**config.mk**
```make
export PLATFORM = sky130hd
export DESIGN_NAME = flush_redirect_unit
export DESIGN_NICKNAME = d
export VERILOG_FILES = /design/src/rtl/flush_redirect_unit_pkg.sv /design/src/rtl/flush_redirect_unit_redirect_target_sel.sv /design/src/rtl/flush_redirect_unit.sv
export SDC_FILE = /design/constraint.sdc
export NUM_CORES = 1
export LEC_CHECK = 0
export BUFFER_PORTS_ARGS = -buffer_cell sky130_fd_sc_hd__buf_2
export CAP_MARGIN = 20
export CORE_MARGIN = 1
export CORE_UTILIZATION = 51
export CTS_CLUSTER_DIAMETER = 120
export DETAILED_ROUTE_END_ITERATION = 10
export PLACE_DENSITY = 0.88
export SYNTH_ARGS = -nofsm -noshare
export SYNTH_HDL_FRONTEND = slang
export SYNTH_SLANG_ARGS = --single-unit
```
**constraint.sdc**
```tcl
create_clock -name clk -period 6.78 [get_ports clk]
set_clock_uncertainty 0.05 [all_clocks]
set_input_delay 1.017 -clock clk [delete_from_list [all_inputs] [get_ports clk]]
set_output_delay 1.017 -clock clk [all_outputs]
set_load 0.01 [all_outputs]
```
**src/rtl/flush_redirect_unit_pkg.sv**
```systemverilog
// Shared types and constants for the flush/redirect consumer: FSM states,
// flush-cause encodings ordered by priority, and the boot fetch address.
package flush_redirect_unit_pkg;

    typedef enum logic [1:0] {
        ST_BOOT,
        ST_IDLE,
        ST_INV,
        ST_PEND
    } state_e;

    // Listed from highest to lowest priority; CAUSE_NONE means no flush this cycle.
    typedef enum logic [2:0] {
        CAUSE_NONE,
        CAUSE_IRQ,
        CAUSE_ECALL,
        CAUSE_MRET,
        CAUSE_FENCEI,
        CAUSE_CSR,
        CAUSE_BRANCH
    } cause_e;

    localparam logic [31:0] RESET_PC_DEFAULT = 32'h8000_0000;

    // Causes raised by the instruction in WB, which is older than anything in EX2.
    function automatic logic is_wb_cause(input cause_e c);
        return (c == CAUSE_IRQ) || (c == CAUSE_ECALL) ||
               (c == CAUSE_MRET) || (c == CAUSE_CSR);
    endfunction

endpackage

```
**src/rtl/flush_redirect_unit_redirect_target_sel.sv**
```systemverilog
// Combinational priority mux: picks the winning flush cause and its
// word-aligned redirect target.
module redirect_target_sel
    import flush_redirect_unit_pkg::*;
#(
    parameter int XLEN = 32
) (
    input  logic            interrupt_taken,
    input  logic            is_ecall_instr_in_wb,
    input  logic            is_mret_instr_in_wb,
    input  logic            is_csr_instr_in_wb,
    input  logic            is_fencei_wb,
    input  logic            branch_taken_ex2,
    input  logic [XLEN-1:0] pc_wb,
    input  logic [XLEN-1:0] branch_target_ex2,
    input  logic [XLEN-1:0] mtvec,
    input  logic [XLEN-1:0] mepc,
    output cause_e          cause,
    output logic [XLEN-1:0] target_pc,
    output logic            is_fencei
);

    logic [XLEN-1:0] raw_pc;

    always_comb begin
        cause  = CAUSE_NONE;
        raw_pc = branch_target_ex2;
        if (interrupt_taken) begin
            cause  = CAUSE_IRQ;
            raw_pc = mtvec;
        end else if (is_ecall_instr_in_wb) begin
            cause  = CAUSE_ECALL;
            raw_pc = mtvec;
        end else if (is_mret_instr_in_wb) begin
            cause  = CAUSE_MRET;
            raw_pc = mepc;
        end else if (is_fencei_wb) begin
            cause  = CAUSE_FENCEI;
            raw_pc = pc_wb + XLEN'(4);
        end else if (is_csr_instr_in_wb) begin
            cause  = CAUSE_CSR;
            raw_pc = pc_wb + XLEN'(4);
        end else if (branch_taken_ex2) begin
            cause  = CAUSE_BRANCH;
            raw_pc = branch_target_ex2;
        end
    end

    // Fetch is word-granular, so low bits of vector/target are dropped.
    assign target_pc = raw_pc & ~XLEN'(3);
    assign is_fencei = (cause == CAUSE_FENCEI);

endmodule

```
**src/rtl/flush_redirect_unit.sv**
```systemverilog
// Turns qualified flush causes into a single registered PC redirect to IF,
// sequencing the I-cache invalidate for fence.i and the boot redirect.
module flush_redirect_unit
    import flush_redirect_unit_pkg::*;
#(
    parameter int              XLEN     = 32,
    parameter logic [XLEN-1:0] RESET_PC = XLEN'(RESET_PC_DEFAULT),
    parameter int              CNT_W    = 32
) (
    input  logic             clk,
    input  logic             rst,
    input  logic             interrupt_taken,
    input  logic             is_ecall_instr_in_wb,
    input  logic             is_mret_instr_in_wb,
    input  logic             is_csr_instr_in_wb,
    input  logic             is_fencei_wb,
    input  logic             branch_taken_ex2,
    input  logic [XLEN-1:0]  pc_wb,
    input  logic [XLEN-1:0]  branch_target_ex2,
    input  logic [XLEN-1:0]  mtvec,
    input  logic [XLEN-1:0]  mepc,
    input  logic             icache_inv_ack,
    input  logic             if_ready,
    output logic             redirect_valid,
    output logic [XLEN-1:0]  redirect_pc,
    output logic             icache_inv_req,
    output logic             front_hold,
    output logic [CNT_W-1:0] redirect_cnt
);

    state_e           state_q, state_d;
    logic             redirect_valid_q, redirect_valid_d;
    logic [XLEN-1:0]  redirect_pc_q, redirect_pc_d;
    logic             icache_inv_req_q, icache_inv_req_d;
    logic             front_hold_q, front_hold_d;
    logic [CNT_W-1:0] redirect_cnt_q, redirect_cnt_d;

    cause_e          cause;
    logic [XLEN-1:0] target_pc;
    logic            is_fencei;
    logic            wb_cause;
    logic            accept;

    redirect_target_sel #(.XLEN(XLEN)) u_target_sel (
        .interrupt_taken      (interrupt_taken),
        .is_ecall_instr_in_wb (is_ecall_instr_in_wb),
        .is_mret_instr_in_wb  (is_mret_instr_in_wb),
        .is_csr_instr_in_wb   (is_csr_instr_in_wb),
        .is_fencei_wb         (is_fencei_wb),
        .branch_taken_ex2     (branch_taken_ex2),
        .pc_wb                (pc_wb),
        .branch_target_ex2    (branch_target_ex2),
        .mtvec                (mtvec),
        .mepc                 (mepc),
        .cause                (cause),
        .target_pc            (target_pc),
        .is_fencei            (is_fencei)
    );

    assign wb_cause = is_wb_cause(cause);
    assign accept   = redirect_valid_q && if_ready;

    always_comb begin
        state_d          = state_q;
        redirect_valid_d = redirect_valid_q;
        redirect_pc_d    = redirect_pc_q;
        icache_inv_req_d = icache_inv_req_q;
        redirect_cnt_d   = redirect_cnt_q;
        unique case (state_q)
            ST_BOOT: begin
                redirect_valid_d = 1'b1;
                redirect_pc_d    = RESET_PC;
                state_d          = ST_PEND;
            end
            ST_IDLE: begin
                // fence.i parks its refetch PC in redirect_pc until the invalidate is done.
                if (is_fencei) begin
                    redirect_pc_d    = target_pc;
                    icache_inv_req_d = 1'b1;
                    state_d          = ST_INV;
                end else if (cause != CAUSE_NONE) begin
                    redirect_valid_d = 1'b1;
                    redirect_pc_d    = target_pc;
                    state_d          = ST_PEND;
                end
            end
            ST_INV: begin
                if (icache_inv_ack) begin
                    icache_inv_req_d = 1'b0;
                    redirect_valid_d = 1'b1;
                    state_d          = ST_PEND;
                end
            end
            ST_PEND: begin
                if (is_fencei) begin
                    redirect_valid_d = 1'b0;
                    redirect_pc_d    = target_pc;
                    icache_inv_req_d = 1'b1;
                    state_d          = ST_INV;
                end else begin
                    if (accept) begin
                        redirect_cnt_d = redirect_cnt_q + CNT_W'(1);
                    end
                    // A younger branch never displaces a pending redirect; WB causes do.
                    if (wb_cause) begin
                        redirect_pc_d = target_pc;
                    end else if (accept) begin
                        redirect_valid_d = 1'b0;
                        state_d          = ST_IDLE;
                    end
                end
            end
            default: state_d = ST_BOOT;
        endcase
        front_hold_d = (state_d != ST_IDLE);
    end

    always_ff @(posedge clk or posedge rst) begin
        if (rst) begin
            state_q          <= ST_BOOT;
            redirect_valid_q <= 1'b0;
            redirect_pc_q    <= RESET_PC;
            icache_inv_req_q <= 1'b0;
            front_hold_q     <= 1'b1;
            redirect_cnt_q   <= '0;
        end else begin
            state_q          <= state_d;
            redirect_valid_q <= redirect_valid_d;
            redirect_pc_q    <= redirect_pc_d;
            icache_inv_req_q <= icache_inv_req_d;
            front_hold_q     <= front_hold_d;
            redirect_cnt_q   <= redirect_cnt_d;
        end
    end

    assign redirect_valid = redirect_valid_q;
    assign redirect_pc    = redirect_pc_q;
    assign icache_inv_req = icache_inv_req_q;
    assign front_hold     = front_hold_q;
    assign redirect_cnt   = redirect_cnt_q;

endmodule

```
======== Word-level counts from Yosys, hierarchy flattened ========
Cells that the tools add are included.
word-level totals
  register bits after elaboration ......... 69
  input port bits ......................... 138
  output and inout port bits .............. 67
  word-level logic and storage cells ...... 72
cells by class
  $add $sub $neg .......................... 2
  eq/ne operators ......................... 17
  muxes and demuxes ....................... 33
  bitwise gates (word level) .............. 1
  reductions and logical operators ........ 13
operator list
  kind                                                   count
  2-to-1 mux 32 bit                                      9
  one-hot mux 32 bit (3 select lines)                    1
  adder 32 x 1 -> 32 bit, second input constant          1
  adder 32 x 3 -> 32 bit, second input constant          1
  2-to-1 mux 3 bit                                       6
  2-to-1 mux 2 bit                                       6
  inequality test 3 bit, second input constant           4
  AND reduction 3 bit                                    3
  2-to-1 mux 1 bit                                       8
  one-hot mux 2 bit (4 select lines)                     1
  equality test 3 x 2 -> 1 bit, second input constant    2
  equality test 3 bit, second input constant             2
  inequality test 2 bit, second input constant           3
  nonzero test 3 bit                                     2
  AND reduction 5 bit                                    1
  equality test 2 bit, second input constant             2
  inequality test 2 x 1 -> 1 bit, second input constant  2
  one-hot mux 1 bit (4 select lines)                     1
  equality test 3 x 1 -> 1 bit, second input constant    1
  logical OR 1 bit                                       3
  equality test 2 x 1 -> 1 bit, second input constant    1
  logical NOT 2 bit                                      1
  one-hot mux 1 bit (2 select lines)                     1
  nonzero test 2 bit                                     1
  other kinds (3)                                        3

======== Logic depth before layout (Yosys ltp) ========
  depth in word-level cells ............... 14
  mapped depth ............................ 9
  gate-level depth less buffers ........... 7

======== Modules after synthesis ========
A second synthesis with hierarchy kept.
unflattened totals
  cell total of the unflattened synthesis .. 565
  area total of the unflattened synthesis .. 4739.5 µm²
by module, submodules not included
  module               instances  cells an instance  area each (µm²)
  flush_redirect_unit  1          309                3231.8
  redirect_target_sel  1          256                1507.7

======== Worst setup path after synthesis ========
No wires, ideal clock.
  path type ............................... in2reg
  start ................................... in pc_wb[6]
  end ..................................... reg redirect_pc_q[26] (netlist: redirect_pc[26])
  data arrival time ....................... 2.654 ns
  required time ........................... 6.601 ns
  slack ................................... 3.947 ns
  cell stages on the path ................. 7
  path buffers ............................ 2
  path through ............................ buf_2 > nand4_1 > buf_2 > or4_4 > o311a_1 > o311ai_0 > nand2_1
between the ends
  cells in the longest elaborated chain, start to end .. 9
ends and longest elaborated chain
  element                                  line                                                                                          RTL
  start, declared                          flush_redirect_unit.sv:18                                                                     input logic [XLEN-1:0] pc_wb,
  adder 32 x 3 -> 32 bit (*)               flush_redirect_unit_redirect_target_sel.sv:39, flush_redirect_unit_redirect_target_sel.sv:42
  2-to-1 mux 32 bit                        flush_redirect_unit_redirect_target_sel.sv:40                                                 end else if (is_csr_instr_in_wb) begin
  2-to-1 mux 32 bit (*)                    flush_redirect_unit_redirect_target_sel.sv:37                                                 end else if (is_fencei_wb) begin
  2-to-1 mux 32 bit (*)                    flush_redirect_unit_redirect_target_sel.sv:34                                                 end else if (is_mret_instr_in_wb) begin
  2-to-1 mux 32 bit (*)                    flush_redirect_unit_redirect_target_sel.sv:31                                                 end else if (is_ecall_instr_in_wb) begin
  2-to-1 mux 32 bit (*)                    flush_redirect_unit_redirect_target_sel.sv:28                                                 if (interrupt_taken) begin
  2-to-1 mux 32 bit (on tied branches)     flush_redirect_unit.sv:105, flush_redirect_unit.sv:81
  2-to-1 mux 32 bit (on tied branches)     flush_redirect_unit.sv:95, flush_redirect_unit.sv:77
  one-hot mux 32 bit (3 select lines) (*)  flush_redirect_unit.sv:69                                                                     unique case (state_q)
  end signal, assigned                     flush_redirect_unit.sv:129                                                                    redirect_pc_q <= redirect_pc_d;
  end, declared                            flush_redirect_unit.sv:33                                                                     logic [XLEN-1:0] redirect_pc_q, redirect_pc_d;
Every way passes the cells marked *; elsewhere a longest branch is shown, timed or not. The select of a mux whose other input is x is not followed.
A chain may end at the register's enable or synchronous reset.

======== Worst setup path after layout ========
  start ................................... in is_mret_instr_in_wb
  end ..................................... reg redirect_pc_q[30] (netlist: redirect_pc[30])
between the ends
  cells in the longest elaborated chain, start to end .. 9
ends and longest elaborated chain
  element                                                                              line                                           RTL
  start, declared                                                                      flush_redirect_unit.sv:14                      input logic is_mret_instr_in_wb,
  2-to-1 mux 3 bit                                                                     flush_redirect_unit_redirect_target_sel.sv:34
  2-to-1 mux 3 bit                                                                     flush_redirect_unit_redirect_target_sel.sv:31
  2-to-1 mux 3 bit                                                                     flush_redirect_unit_redirect_target_sel.sv:28
  equality test 3 x 1 -> 1 bit / equality test 3 x 2 -> 1 bit (equally long branches)  flush_redirect_unit_pkg.sv:27                  return (c == CAUSE_IRQ) || (c == CAUSE_ECALL) ||
  logical OR 1 bit (2 in a row)                                                        flush_redirect_unit_pkg.sv:27
  logical OR 1 bit                                                                     flush_redirect_unit_pkg.sv:28                  (c == CAUSE_MRET) || (c == CAUSE_CSR);
  inequality test 3 bit (no line)                                                      --
  AND reduction 3 bit (no line)                                                        --
Parallel ways exist; a longest one is shown, timed or not. The select of a mux whose other input is x is not followed.

==> run_results.csv <==
group,metric,value,unit
grt,grt_pass1_vias,4532,
power_and_ir_drop,power_frac_seq,34.1,%
worst_setup_path,start_kind,"input pin",
cts,cts_sinks,67,
power_and_ir_drop,finalPower,0.00172,W
route,num_vias,4866,
placed_design,dp_slack,2.97,ns
placed_design,globalplace.congestion,0.972,
logic_synthesis,ys_async_sr_fraction,100,%
grt,grtUsageTotal,31.3,%
layout,area_growth,28.7,%
placed_design,dpl.hpwl,10.6,mm
cts,cts_buffers,9,
power_and_ir_drop,power_frac_comb,42.0,%
power_and_ir_drop,ir_drop,0.000156,V
logic_synthesis,ys_types,67,
layout,drive_gt1_share,33.9,%
status,status,"finished, final reports clean",
worst_hold_path,hp-start,"redirect_pc[31]$_DFFE_PP1P_",
worst_setup_path,critPathCaptureType,"register",
worst_setup_path,worstPathRequired,6.99,ns
worst_setup_path,r2r-start,"state_q[1]$_DFF_PP0_",
placed_design,portBuffers,194,
timing,rsz0062_at_grt,"no",
cts,cts_tree,"built",
power_and_ir_drop,swShare,38.7,%
placed_design,dp.cells,780,
logic_synthesis,yosysWarnings,0,
route,wl_per_cell,17.3,µm
timing,setup_viol,0,
route,drcViolationCount,0,
route,drt_iter0_drc,336,
power_and_ir_drop,leakage,2.69,nW
timing,worst_pin_slew,0.982,ns
layout,final_common_cell,"buf_2",
logic_synthesis,synth_flop_cell,"dfrtp_1",
die,num_io_pins,205,
logic_synthesis,synth_area_per_cell,8.68,µm²
power_and_ir_drop,netSwitchingPower,0.000665,W
grt,antenna_found_initial,0,
cts,ctsLongestPathBuffers,2,
layout,multiInputGateArea,2540,µm²
timing,fmax,286,MHz
cts,postCtsResizedCells,0,
cts,clock_latency,0.34,ns
grt,grt_max_degree,68,
logic_synthesis,ys_ff_latch,67,
route,dr.pass1.iters,8,
cts,clock-root-buffer,"clkbuf_8",
timing,period_share,51.6,%
layout,final_cells,796,
grt,grt_pass1_wl,21.8,mm
timing,fin_crit,3.50,ns
power_and_ir_drop,clkPwrFrac,24.0,%
layout,diodes,0,
power_and_ir_drop,p_int,0.00105,W
grt,grt.overflow.total,0,
die,die_area,8990,µm²
logic_synthesis,synthCells,506,
cts,post_cts_buffers,0,
worst_setup_path,cp.buffers_inverters,1,
worst_setup_path,cpLargestDelayFamily,"compound AO/OA/AOI/OAI gates",
timing,final.setup.tns,0,ns
timing,slew_viol_final,0,
worst_setup_path,crit_path_start,"is_mret_instr_in_wb",
cts,cts.clk_slew.worst_paths,0.08,ns
logic_synthesis,syn_area,4390,µm²
layout,fin_nets,830,
route,routed_wl,13.8,mm
die,die_x,94.8,µm
die,fp-row-count,33,
worst_setup_path,cp_slowest_cell,"a21o_1",
power_and_ir_drop,p_per_area,304,nW/µm²
route,via_per_inst,6.11,
route,ant_nets,0,
logic_synthesis,synth_edf_count,0,
worst_setup_path,cp_max_fo,43,
logic_synthesis,yosysTopAreaCell,"dfrtp_1",
timing,hold_viol_final,0,
logic_synthesis,yosys-top-cells-area,"dfrtp_1 37%, xnor2_1 5.8%, nand2_1 5.0%, o21ai_0 4.2%, xor2_1 3.8%",
worst_setup_path,critPathArrivalTime,3.71,ns
timing,timing.final.ws_setup,3.28,ns
worst_setup_path,cpPeakStageDelay,0.85,ns
layout,regArea,1680,µm²
logic_synthesis,synth_top_area_share,37.0,%
worst_hold_path,hp-class,"register to register",
die,coreArea,8260,µm²
layout,nFillCells,699,
worst_setup_path,rrSetupSlack,4.03,ns
die,initial_core_util,53.2,%
cts,hold_buffers,0,
die,dieHeight,94.8,µm
job,drv_cap,0,
worst_setup_path,path_cells,"buf_2 -> or3_1 -> o21ai_0 -> a21o_1 -> a222oi_1 -> a21oi_1",
worst_setup_path,crit_type,"input pin to register",
timing,slew_headroom,32.9,%
cts,htreeDepth,3,
logic_synthesis,ys_seq_area_share,38.2,%
layout,final_cell_mix,"194 x buf_2, 65 x dfrtp_1, 59 x nand2_1, 37 x o21ai_0, 32 x nor2_1",
## power by group through the flow
stage	Sequential [W]	Combinational, W	Clock, W
after floorplan	0.000628	0.000425	0
after global placement	0.000587	0.000690	0
after detailed placement	0.000590	0.000721	0
after CTS	0.000583	0.000723	0.000416
after global routing	0.000598	0.000799	0.000434
final	0.000585	0.000721	0.000412
## synth_stat cells (3+ instances only)
master / count
and4_1: 4
dfrtp_1: 65
mux2i_1: 4
nand2_1: 59
or4_4: 3
nor2_1: 32
or4_1: 3
nand2b_1: 7
nor4_1: 12
o21ai_0: 37
clkbuf_1: 20
ha_1: 6
o31ai_1: 5
o211ai_1: 12
o31a_1: 4
nor3_1: 16
or3_1: 5
xor2_1: 19
or2_2: 3
nand3_1: 20
xnor2_1: 29
a22o_1: 4
a211oi_1: 4
a222oi_1: 11
buf_2: 7
nor3b_1: 3
nand4_1: 26
a21oi_1: 15
and3_1: 10
o311ai_0: 3
inv_1: 15
## final cells by class
cell class	count	area share [%]
Tap cell	105	2.32
Multi-Input combinational cell	395	44.9
Timing Repair Buffer	198	17.7
Clock buffer	9	2.19
Clock inverter	7	2.19
Inverter	15	0.995
Sequential cell	67	29.7
## routing by layer
| layer | share of wire (%) | up-vias | wire length, µm | GRT usage, % |
|---|---|---|---|---|
| li1 | - | 2252 | - | - |
| met3 | 7.6 | 40 | 1040 | 7.00 |
| met2 | 50 | 276 | 6880 | 54.4 |
| met5 | 0 | - | 0 | 0 |
| met1 | 39 | 2298 | 5380 | 36.7 |
| met4 | 3.4 | 0 | 468 | 13.8 |
## logic make-up (layout without fill, tap and decap cells)
kind of cell / after synthesis / count (layout) / share of synthesized area [%]
XOR/XNOR: 48 / 48 / 9.57
other: 1 / 2 / 0.0853
AO/OA/AOI/OAI: 118 / 118 / 18.8
multiplexers: 5 / 5 / 1.17
buffers and inverters: 45 / 229 / 4.21
flip-flops: 67 / 67 / 38.2
AND/OR/NAND/NOR: 216 / 216 / 26.3
adder cells (fa/ha/maj): 6 / 6 / 1.71
## sequential cells by signal, summed over array words and instances (netlist names)
register and count:
redirect_cnt 32, redirect_valid 1, state_q 2, front_hold 1
redirect_pc 30, icache_inv_req 1
## worst paths after layout
check	to	cells past startpoint
max in group asynchronous	redirect_pc[9]$_DFFE_PP0P_	3
max reg2reg	redirect_pc[31]$_DFFE_PP1P_	6
min in group asynchronous	redirect_cnt[27]$_DFFE_PP0P_	3
min	redirect_pc[31]$_DFFE_PP1P_	2
min reg2reg	redirect_pc[31]$_DFFE_PP1P_	2
max	redirect_pc[30]$_DFFE_PP0P_	6
## worst min-delay path, stage by stage, from the launching register on
cell	delay [ns]
dfstp_2	0.37
inv_1	0.04
a221oi_1	0.06
## stage by stage
step / hold slack [ns] / area [µm²] / utilization, %
5_1_grt: 0.437 / 5660 / 68.5
6_report: 0.426 / 5660 / 68.5
3_3_place_gp: 0.405 / 5410 / 65.5
4_1_cts: 0.426 / 5660 / 68.5
3_5_place_dp: 0.414 / 5410 / 65.5
2_1_floorplan: 0.432 / 4400 / -
(Power assumes the default switching activity.)
